[config.mk]
export PLATFORM = sky130hd
export DESIGN_NAME = rom_read_sequencer
export DESIGN_NICKNAME = d
export VERILOG_FILES = /design/src/rtl/rom_read_sequencer_pkg.sv /design/src/rtl/rom_read_sequencer.sv
export SDC_FILE = /design/constraint.sdc
export NUM_CORES = 1
export LEC_CHECK = 0
export ABC_AREA = 1
export CAP_MARGIN = 40
export CELL_PAD_IN_SITES_DETAIL_PLACEMENT = 1
export CELL_PAD_IN_SITES_GLOBAL_PLACEMENT = 1
export CORE_MARGIN = 5
export CORE_UTILIZATION = 45
export DETAILED_ROUTE_END_ITERATION = 8
export DONT_BUFFER_PORTS = 1
export PLACE_DENSITY = 0.85
export SLEW_MARGIN = 30
export SYNTH_ARGS = -nofsm -noshare
export SYNTH_HDL_FRONTEND = slang
export SYNTH_SLANG_ARGS = --single-unit
[constraint.sdc]
create_clock -name clk -period 4.9 [get_ports clk]
set_clock_uncertainty 0.2 [all_clocks]
set_input_delay 0.735 -clock clk [delete_from_list [all_inputs] [get_ports clk]]
set_output_delay 0.735 -clock clk [all_outputs]
set_load 0.02 [all_outputs]
[src/rtl/rom_read_sequencer_pkg.sv]
// Shared types and widths for the ROM read sequencer.
// The owner encoding travels with each in-flight read to route its capture.
package rom_read_sequencer_pkg;

    typedef enum logic {
        OWNER_SCAN = 1'b0,
        OWNER_HOST = 1'b1
    } owner_e;

    // Wait counter only needs to hold RD_LAT-1 with RD_LAT at most 4.
    localparam int unsigned LAT_CNT_W = 2;
    localparam int unsigned SUM_W     = 16;

endpackage

[src/rtl/rom_read_sequencer.sv]
// Arbitrates the ROM macro between single-word host reads and a full-space
// checksum scanner; exactly one read is in flight at a time, host first.
module rom_read_sequencer
    import rom_read_sequencer_pkg::*;
#(
    parameter int unsigned AW     = 8,
    parameter int unsigned DW     = 8,
    parameter int unsigned RD_LAT = 1
) (
    input  logic             clk,
    input  logic             rst,
    output logic             rom_en,
    output logic [AW-1:0]    rom_addr,
    input  logic [DW-1:0]    rom_data,
    input  logic             host_req,
    input  logic [AW-1:0]    host_addr,
    output logic             host_ack,
    output logic [DW-1:0]    host_data,
    input  logic             scan_start,
    output logic             scan_busy,
    output logic             scan_done,
    output logic [SUM_W-1:0] scan_sum,
    output logic [DW-1:0]    scan_xor
);

    typedef enum logic [1:0] {
        ST_IDLE  = 2'd0,
        ST_ISSUE = 2'd1,
        ST_WAIT  = 2'd2
    } state_e;

    localparam logic [LAT_CNT_W-1:0] LAT_LOAD = LAT_CNT_W'(RD_LAT - 1);

    state_e               state_q;
    owner_e               owner_q;
    logic [LAT_CNT_W-1:0] wait_cnt_q;
    logic [AW-1:0]        scan_addr_q;
    logic                 rom_en_q;
    logic [AW-1:0]        rom_addr_q;
    logic                 host_ack_q;
    logic [DW-1:0]        host_data_q;
    logic                 scan_busy_q;
    logic                 scan_done_q;
    logic [SUM_W-1:0]     scan_sum_q;
    logic [DW-1:0]        scan_xor_q;

    logic                 host_elig_d;
    logic [SUM_W-1:0]     scan_sum_d;
    logic [DW-1:0]        scan_xor_d;
    logic                 scan_last_d;

    always_comb begin
        host_elig_d = host_req && !host_ack_q;
        scan_sum_d  = scan_sum_q + SUM_W'(rom_data);
        scan_xor_d  = scan_xor_q ^ rom_data;
        scan_last_d = (scan_addr_q == '1);
    end

    // rom_en/rom_addr are loaded on the grant edge so they are valid during ISSUE.
    always_ff @(posedge clk) begin
        if (rst) begin
            state_q     <= ST_IDLE;
            owner_q     <= OWNER_SCAN;
            wait_cnt_q  <= '0;
            scan_addr_q <= '0;
            rom_en_q    <= 1'b0;
            rom_addr_q  <= '0;
            host_ack_q  <= 1'b0;
            host_data_q <= '0;
            scan_busy_q <= 1'b0;
            scan_done_q <= 1'b0;
            scan_sum_q  <= '0;
            scan_xor_q  <= '0;
        end else begin
            rom_en_q    <= 1'b0;
            host_ack_q  <= 1'b0;
            scan_done_q <= 1'b0;

            // A scan capture only happens while busy, so this never collides with it.
            if (scan_start && !scan_busy_q) begin
                scan_busy_q <= 1'b1;
                scan_sum_q  <= '0;
                scan_xor_q  <= '0;
                scan_addr_q <= '0;
            end

            case (state_q)
                ST_IDLE: begin
                    if (host_elig_d) begin
                        owner_q    <= OWNER_HOST;
                        rom_addr_q <= host_addr;
                        rom_en_q   <= 1'b1;
                        state_q    <= ST_ISSUE;
                    end else if (scan_busy_q) begin
                        owner_q    <= OWNER_SCAN;
                        rom_addr_q <= scan_addr_q;
                        rom_en_q   <= 1'b1;
                        state_q    <= ST_ISSUE;
                    end
                end
                ST_ISSUE: begin
                    wait_cnt_q <= LAT_LOAD;
                    state_q    <= ST_WAIT;
                end
                ST_WAIT: begin
                    if (wait_cnt_q == '0) begin
                        state_q <= ST_IDLE;
                        if (owner_q == OWNER_HOST) begin
                            host_data_q <= rom_data;
                            host_ack_q  <= 1'b1;
                        end else begin
                            scan_sum_q  <= scan_sum_d;
                            scan_xor_q  <= scan_xor_d;
                            scan_addr_q <= scan_addr_q + 1'b1;
                            if (scan_last_d) begin
                                scan_busy_q <= 1'b0;
                                scan_done_q <= 1'b1;
                            end
                        end
                    end else begin
                        wait_cnt_q <= wait_cnt_q - 1'b1;
                    end
                end
                default: state_q <= ST_IDLE;
            endcase
        end
    end

    assign rom_en    = rom_en_q;
    assign rom_addr  = rom_addr_q;
    assign host_ack  = host_ack_q;
    assign host_data = host_data_q;
    assign scan_busy = scan_busy_q;
    assign scan_done = scan_done_q;
    assign scan_sum  = scan_sum_q;
    assign scan_xor  = scan_xor_q;

endmodule

==> results_dict.tcl, run 1 <==
set metrics [dict create \
    final_common_cell "nand2_1" \
    drtPass1Iterations 4 \
    cts_setup_buffers 0 \
    routedWlPerCell_um 16.6 \
    netlist_area_um2 2860 \
    synth_warnings 0 \
    synth_top_family_by_area "simple AND/OR/NAND/NOR gates" \
    r2r-start "wait_cnt_q[0]" \
    viasPerCell 5.64 \
    row_count 29 \
    setup_viol 0 \
    timing.setup.tns_ns 0 \
    worstSetupPathType "reg -> reg" \
    cts.sinks 57 \
    core_um2 6280 \
    synth_nets 433 \
    min-delay-start "rst" \
    synth.distinct_cells 34 \
    rsz0062_at_grt "no" \
    start_util_pct 45.5 \
    nets 434 \
    endpoint_kind "flip-flop" \
    fmax_mhz 441 \
    grt_usage_pct 21.3 \
    slew_headroom_pct 50.4 \
    synthMuxAreaShare_pct 0 \
    synth_seq_cells 57 \
    grt_pass1_vias 2744 \
    worstPathArrival_ns 2.36 \
    synth_xor_area_share_pct 1.23 \
    cts_resized 0 \
    finalCritPeriodShare_pct 46.3 \
    cts_hold_buf 0 \
    synth_cells 402 \
    grt_overflow_total 0 \
    cellLeakagePower_nw 1.26 \
    syn_to_final_growth_pct 8.89 \
    required_ns 4.99 \
    period_needed_ns 2.27 \
    die_y_um 89.7 \
    worstPathMaxFanout 36 \
    vias 2737 \
    drv_slew 0 \
    yosys.area_share.simple_pct 30.7 \
    cts_tree "done" \
    most-common-layout-cells "nand2_1 (74), dfxtp_1 (57), nor2_1 (53), o21ai_0 (39), inv_1 (38)" \
    dieArea_um2 8040 \
    insertion_delay_ns 0.35 \
    root_buffer "clkbuf_8" \
    synthAdderAreaFrac_pct 5.08 \
    die_w_um 89.7 \
    cp-startpoint "wait_cnt_q[0]" \
    diodes 0 \
    dpl.cell_count 469 \
    grt_pass1_wl_um 13100 \
    cts_buffer_depth 2 \
    start_kind "flip-flop" \
    avgSynthCellArea_um2 7.11 \
    tightest_slew_ns 0.743 \
    place_congestion 0.838 \
    cts-buffers-inserted 9 \
    ys_seq_area_share_pct 39.9 \
    ir_drop_uv 158 \
    antenna_left 0 \
    portBuffers 0 \
    powerDensity_nw_per_um2 343 \
    drc_errors 0 \
    post-dp-hpwl_um 5910 \
    hold_viol 0 \
    h-tree-depth 3 \
    synth_compound_area_share_pct 15.9 \
    min_path_type "in -> reg" \
    drive_above_1_share_pct 8.09 \
    cap_viol_max_count 0 \
    finalNonFillerCells 485 \
    grt_max_degree 37 \
    status "finished, final reports clean" \
    wl_um 8030 \
    antenna_found_initial 0 \
    clkTransAtPathRegs_ns 0.07 \
    io_pins 64 \
    drt-initial-drc-count 84 \
]
## state kept, by name, indices dropped and copies added (netlist names)
signal       cells
scan_busy        1
scan_done        1
scan_sum        16
rom_en           1
host_ack         1
state_q          2
owner_q          1
rom_addr         8
wait_cnt_q       2
scan_addr_q      8
host_data        8
scan_xor         8
## cell type report
cell class | instances | area [um^2]
clock inverters | 5 | 53.8
flip-flops and latches | 57 | 1140
well taps | 77 | 96.3
inverters | 41 | 158
clock buffers | 11 | 151
fillers | 828 | 3170
multi-input cells | 294 | 1510
## layer usage
layer	share of wire, %	global-route usage [%]
met5	0	0
met1	41	23.8
met4	1.6	8.80
met2	49	36.3
met3	8.3	8.12
## through the flow
step / setup slack [ns] / hold slack, ns / cell area (um^2) / util, % / power [mW]
2_1_floorplan: 2.68 / 0.226 / 2860 / - / 0.600
3_3_place_gp: 2.58 / 0.241 / 2910 / 46.3 / 0.616
3_5_place_dp: 2.54 / 0.256 / 2910 / 46.3 / 0.621
4_1_cts: 2.60 / 0.245 / 3110 / 49.6 / 1.08
5_1_grt: 2.38 / 0.236 / 3110 / 49.6 / 1.12
6_report: 2.63 / 0.254 / 3110 / 49.6 / 1.07
## kinds of logic (layout without fill, tap and decap cells)
group                    after synthesis  after routing
XOR/XNOR                               4              4
AND/OR/NAND/NOR                      193            193
flip-flops                            57             57
adder cells (fa/ha/maj)               11             11
buffers and inverters                 51             57
AO/OA/AOI/OAI                         86             86
## where the power goes
group | switching, mW | total (mW) | internal [mW]
Clock | 0.196 | 0.457 | 0.260
Combinational | 0.0653 | 0.0947 | 0.0294
Sequential | 0.0340 | 0.516 | 0.482
## worst paths after layout
kind              depth (start not counted)  slack [ns]             to
setup / recovery                         12        2.63    scan_sum[4]
hold / removal                            1        0.25   scan_sum[10]
setup reg to reg                         12        2.63    scan_sum[4]
hold reg to reg                           1        0.26  wait_cnt_q[0]
## synth_stat cells
library cell / instances / area, um^2
nor2_1: 53 / 199
clkinv_2: 1 / 5.00
nand2_1: 74 / 278
o22ai_1: 1 / 6.26
nor3b_1: 1 / 7.51
nand3_2: 1 / 10.0
nand2_4: 1 / 11.3
dfxtp_1: 57 / 1140
ha_1: 10 / 125
xnor2_1: 2 / 17.5
inv_2: 1 / 3.75
nand4_2: 1 / 12.5
nand2_2: 1 / 6.26
or2_2: 4 / 25.0
inv_4: 1 / 6.26
a31oi_1: 14 / 87.6
nor3_1: 15 / 75.1
inv_1: 38 / 143
nor3b_2: 1 / 12.5
a311oi_1: 1 / 8.76
nor3_4: 1 / 16.3
nand4_1: 2 / 12.5
buf_2: 2 / 10.0
nor2_4: 3 / 33.8
xor2_1: 2 / 17.5
buf_1: 1 / 3.75
buf_4: 2 / 15.0
o21ai_0: 39 / 195
nor2b_1: 1 / 6.26
a21oi_1: 31 / 155
nand3_1: 33 / 165
fa_1: 1 / 20.0
nor2_2: 1 / 6.26
clkbuf_1: 5 / 18.8
## critical path, stage by stage, from the launching register on
cell and delay [ns]:
dfxtp_1 0.32, inv_1 0.06, ha_1 0.18, nand3_2 0.17, clkinv_2 0.15, nand2_4 0.15, inv_4 0.34, nor2_4 0.09
nor2_4 0.19, inv_2 0.13, nor2_1 0.10, o21ai_0 0.08, inv_1 0.06
(Power assumes the default switching activity.)
==> run 2: changes to the inputs <==
- CORE_UTILIZATION: 45 -> 40
- PLACE_DENSITY: 0.85 -> 0.81
- clock period: 4.9 -> 1.85 ns (I/O delays scaled with it)
==> run 2 against run 1 <==
The flow now finishes with violations (negative hold slack). Count of clock-buffer cells in the layout up 2. Combinational power rose to 4.2 times the previous value. Die area up 11%. Via count is 9.5% higher. Critical path depth down 3. Sequential share of layout area is 6.2 points lower. Non-clock buffer count is 55 higher. Cell area rose by 21%. Setup slack worse by 2.6 ns. First-iteration DRC count fell by 2.4%. Register-to-register slack got worse by 2.6 ns.
==> results_dict.tcl, run 2 (synthesis gave the netlist of run 1 again) <==
set metrics [dict create \
    status "finished with violations" \
    failed_checks "negative hold slack" \
    worstSetupPathType "reg -> reg" \
    ff2ff_path_depth 9 \
    grt_usage_pct 22.2 \
    nets 489 \
    drv_slew 0 \
    row_count 30 \
    grt_pass1_vias 3175 \
    vias 2997 \
    largest_reg_flops 16 \
    cts.sinks 57 \
    timing.setup.tns_ns 0 \
    syn_to_final_growth_pct 32.1 \
    place_congestion 0.877 \
    diodes 0 \
    worstPathArrival_ns 1.84 \
    grt_pass1_wl_um 15400 \
    antenna_found_initial 0 \
    start_kind "flip-flop" \
    cts_tree "done" \
    clkTransAtPathRegs_ns 0.07 \
    grt_max_degree 23 \
    rsz0062_at_grt "yes" \
    cts-buffers-inserted 9 \
    setup_viol 0 \
    worstPathMaxFanout 6 \
    fmax_mhz 549 \
    required_ns 1.87 \
    start_util_pct 41.6 \
    drt-initial-drc-count 82 \
    wl_um 9960 \
    post-route-util_pct 54.9 \
    drc_errors 0 \
    slew_headroom_pct 71.1 \
    drive_above_1_share_pct 22.1 \
    routedWlPerCell_um 17.8 \
    finalCritPeriodShare_pct 98.5 \
    cp-endpoint "scan_addr_q[7]" \
    endpoint_kind "flip-flop" \
    antenna_left 0 \
    post-dp-hpwl_um 6540 \
    min_path_type "in -> reg" \
    r2r-end "scan_addr_q[7]" \
    die_y_um 94.5 \
    most-common-layout-cells "nand2_1 (67), nor2_1 (50), dfxtp_1 (50), o21ai_0 (39), inv_1 (36)" \
    cap_viol_max_count 0 \
    grt_overflow_total 0 \
    r2r-start "wait_cnt_q[1]" \
    drtPass1Iterations 4 \
    finalWorstSetupSlack_ns 0.0281 \
    ir_drop_uv 531 \
    hold_viol 22 \
    io_pins 64 \
    powerDensity_nw_per_um2 755 \
    final_common_cell "nand2_1" \
    cellLeakagePower_nw 1.54 \
    die_w_um 94.5 \
    insertion_delay_ns 0.34 \
    portBuffers 0 \
    viasPerCell 5.37 \
    tightest_slew_ns 0.433 \
    cts_buffer_depth 2 \
    h-tree-depth 3 \
    root_buffer "clkbuf_8" \
    post-place-ws_ns -0.0137 \
    dieArea_um2 8930 \
    holdWs_ns -0.201 \
    core_um2 6870 \
    reg2reg_slack_ns 0.03 \
    period_needed_ns 1.82 \
    fill_cells 855 \
    cp-startpoint "wait_cnt_q[1]" \
    cts_hold_buf 20 \
]
## run 2: cell types whose count changed in the layout (fill, tap and decap cells not counted), moves of 4 or more
cell,change
ha_1,-8
nand3_1,-4
dlygate4sd3_1,+20
buf_4,+34
dfxtp_2,+7
nand2_1,-7
dfxtp_1,-7
ha_4,+8
a21oi_1,-4
nand2_2,+7
a21oi_2,+4
## run 2: where the power goes
group          switching [mW]  internal [mW]  total (mW)  leakage (nW)
Sequential             0.0796           1.28        1.36         0.466
Combinational           0.234          0.165       0.399         0.979
Clock                   0.507          0.587        1.09        0.0915
Total                   0.821           2.03        2.85          1.54
## run 2: per-layer routing
metal	track usage (%)	wire, um	share of wire (%)	vias up
li1	-	-	-	1454
met1	22.5	3810	38	1466
met2	42.3	5400	54	66
met3	8.53	656	6.6	11
met4	5.89	94	0.94	0
met5	0	0	0	-
## run 2: what timing repair did
action / CTS / global route
gates resized for setup: 10 / 35
hold endpoints to repair: 43 / 22
setup buffers: 0 / 6
endpoints found under the setup margin: 8 / 26
pin swaps: 1 / 9
## run 2: worst min path at each step
| stage | startpoint | endpoint | cells past startpoint |
|---|---|---|---|
| final | rst | wait_cnt_q[1] | 1 |
| after global routing | rst | scan_sum[14] | 1 |
| after CTS | rst | wait_cnt_q[1] | 1 |
| after detailed placement | rst | state_q[0] | 1 |
| after global placement | rst | state_q[0] | 1 |
| after floorplan | rom_data[7] | scan_xor[7] | 1 |
## run 2: worst max-delay path: stages, from the launching register on
cell	delay (ns)
dfxtp_2	0.33
inv_2	0.06
ha_4	0.14
nand3_4	0.09
inv_4	0.09
nand2_8	0.07
nor3_1	0.26
nand2_1	0.14
o21ai_0	0.25
a21oi_1	0.06
## run 2: cell type report
type | count | area [um^2] | area share, %
Timing Repair Buffer | 55 | 470 | 12.5
Tap cell | 96 | 120 | 3.18
Multi-Input combinational cell | 294 | 1690 | 44.8
Clock buffer | 13 | 169 | 4.48
Inverter | 41 | 161 | 4.28
Sequential cell | 57 | 1150 | 30.5
Clock inverter | 2 | 12.5 | 0.332
## run 2: metrics by stage
step                      cell area, um^2  power (mW)  instances  hold slack, ns
after floorplan                      2860        1.59        402           0.185
after CTS                            3580        2.83        552          -0.209
after detailed placement             3150        1.68        517           0.155
final                                3770        2.85        558          -0.201
after global routing                 3770        2.99        558          -0.220
after global placement               3150        1.67        517           0.153
==> run 3: changes to the inputs <==
- CORE_ASPECT_RATIO: default -> 0.5
- PLACE_DENSITY: 0.81 -> default
- PLACE_DENSITY_LB_ADDON: default -> 0.3
==> run 3 against run 2 <==
The run still ends with negative hold slack left. Cell area up 4.1%. Global-route usage is 0.47 points higher. Non-clock buffer count is 2 higher. Fmax is 1.0% lower. Combinational power up 11%. Sequential power about the same.
==> results_dict.tcl, run 3 (synthesis gave the netlist of run 1 again) <==
set metrics [dict create \
    cts_buffer_depth 2 \
    crit_family "simple AND/OR/NAND/NOR gates" \
    io_pins 64 \
    crit_chain "inv_2 > ha_4 > nand3_4 > inv_4 > nand2_8 > inv_8 > nor2_4 > nor2_4 > clkinv_4 > nor2_1 > o21ai_1 > inv_1" \
    tightest_slew_ns 0.356 \
    antenna_found_initial 0 \
    path_buf_inv 5 \
    path_common_cell "nor2_4" \
    post-dp-hpwl_um 6730 \
    cts.sinks 57 \
    vias 3116 \
    post-route-util_pct 57.7 \
    start_kind "flip-flop" \
    antenna_left 0 \
    slowest_delay_ns 0.33 \
    place_congestion 0.840 \
    cts_tree "done" \
    finalInstanceArea_um2 3930 \
    status "finished with violations" \
    dieArea_um2 9030 \
    post-place-ws_ns -0.0581 \
    viasPerCell 5.58 \
    grt_usage_pct 22.7 \
    clkTransAtPathRegs_ns 0.05 \
    final_common_cell "nand2_1" \
    period_needed_ns 1.84 \
    holdWs_ns -0.187 \
    report.power.total_mw 3.35 \
    routedWlPerCell_um 20.0 \
    ir_drop_uv 479 \
    cap_viol_max_count 0 \
    slew_headroom_pct 76.3 \
    required_ns 1.93 \
    endpoint_kind "flip-flop" \
    die_y_um 69.8 \
    worstPathMaxFanout 6 \
    h-tree-depth 3 \
    row_count 21 \
    setup_viol 0 \
    nets 492 \
    fmax_mhz 543 \
    drc_errors 0 \
    min_path_type "in -> reg" \
    root_buffer "clkbuf_16" \
    start_util_pct 42.0 \
    finalCritPeriodShare_pct 99.5 \
    worstSetupPathType "reg -> reg" \
    finalNonFillerCells 558 \
    insertion_delay_ns 0.34 \
    die_w_um 130 \
    wl_um 11200 \
    drv_slew 0 \
    portBuffers 0 \
    hold_viol 22 \
    grt_overflow_total 0 \
    most-common-layout-cells "nand2_1 (69), dfxtp_1 (52), nor2_1 (46), inv_1 (36), buf_4 (35)" \
    worstPathArrival_ns 1.93 \
    timing.setup.tns_ns 0 \
    fill_cells 834 \
    grt_max_degree 34 \
    failed_checks "negative hold slack" \
    syn_to_final_growth_pct 37.5 \
    drt-initial-drc-count 143 \
    cellLeakagePower_nw 1.60 \
    drive_above_1_share_pct 22.3 \
    cts-buffers-inserted 9 \
    powerDensity_nw_per_um2 853 \
    crit_slowest_cell "dfxtp_2" \
    cts_hold_buf 20 \
    grt_pass1_vias 3240 \
    largest_reg_flops 16 \
    drtPass1Iterations 4 \
    grt_pass1_wl_um 16000 \
    rsz0062_at_grt "yes" \
    diodes 0 \
    finalWorstSetupSlack_ns 0.00930 \
    place_area_um2 3150 \
    core_um2 6810 \
    dpl.cell_count 512 \
]
## run 3: cell count changes in the layout (fill, tap and decap cells not counted), moves of 3 or more
cell,previous run,this run
clkbuf_16,0,10
clkbuf_8,12,2
o21ai_0,39,33
o21ai_1,0,6
nor2_1,50,46
a21oi_1,27,30
a21oi_2,4,1
## run 3: final timing paths
kind	startpoint	to	slack, ns	depth (start not counted)
setup reg to reg	wait_cnt_q[0]	scan_sum[6]	0.009	12
hold reg to reg	wait_cnt_q[0]	wait_cnt_q[0]	0.25	1
setup / recovery	wait_cnt_q[0]	scan_sum[6]	0.009	12
hold / removal	rst	wait_cnt_q[1]	-0.19	1
## run 3: layer usage
metal / vias up / wire (um) / GRT usage [%]
li1: 1470 / - / -
met3: 31 / 697 / 9.46
met5: - / 0 / 0
met4: 0 / 338 / 9.33
met1: 1517 / 4340 / 22.7
met2: 98 / 5800 / 41.5
## run 3: cell type report
class / count / area (um^2) / area share (%)
Clock buffer: 14 / 264 / 6.72
Clock inverter: 2 / 12.5 / 0.318
Inverter: 41 / 169 / 4.30
Multi-Input combinational cell: 294 / 1710 / 43.5
Sequential cell: 57 / 1150 / 29.2
Tap cell: 92 / 115 / 2.93
Timing Repair Buffer: 57 / 508 / 12.9
Timing Repair inverter: 1 / 5.00 / 0.127
## run 3: timing repair
action / in CTS / in global routing
cloned: 0 / 2
setup buffers: 4 / 4
resized for setup: 14 / 40
endpoints found under the setup margin: 14 / 24
hold endpoints to repair: 42 / 17
pin swaps: 5 / 12
## run 3: report_power, final
group          leakage [nW]  switching, mW  internal (mW)
sequential            0.466         0.0795           1.28
clock                 0.133          0.574          0.976
combinational          1.01          0.259          0.183
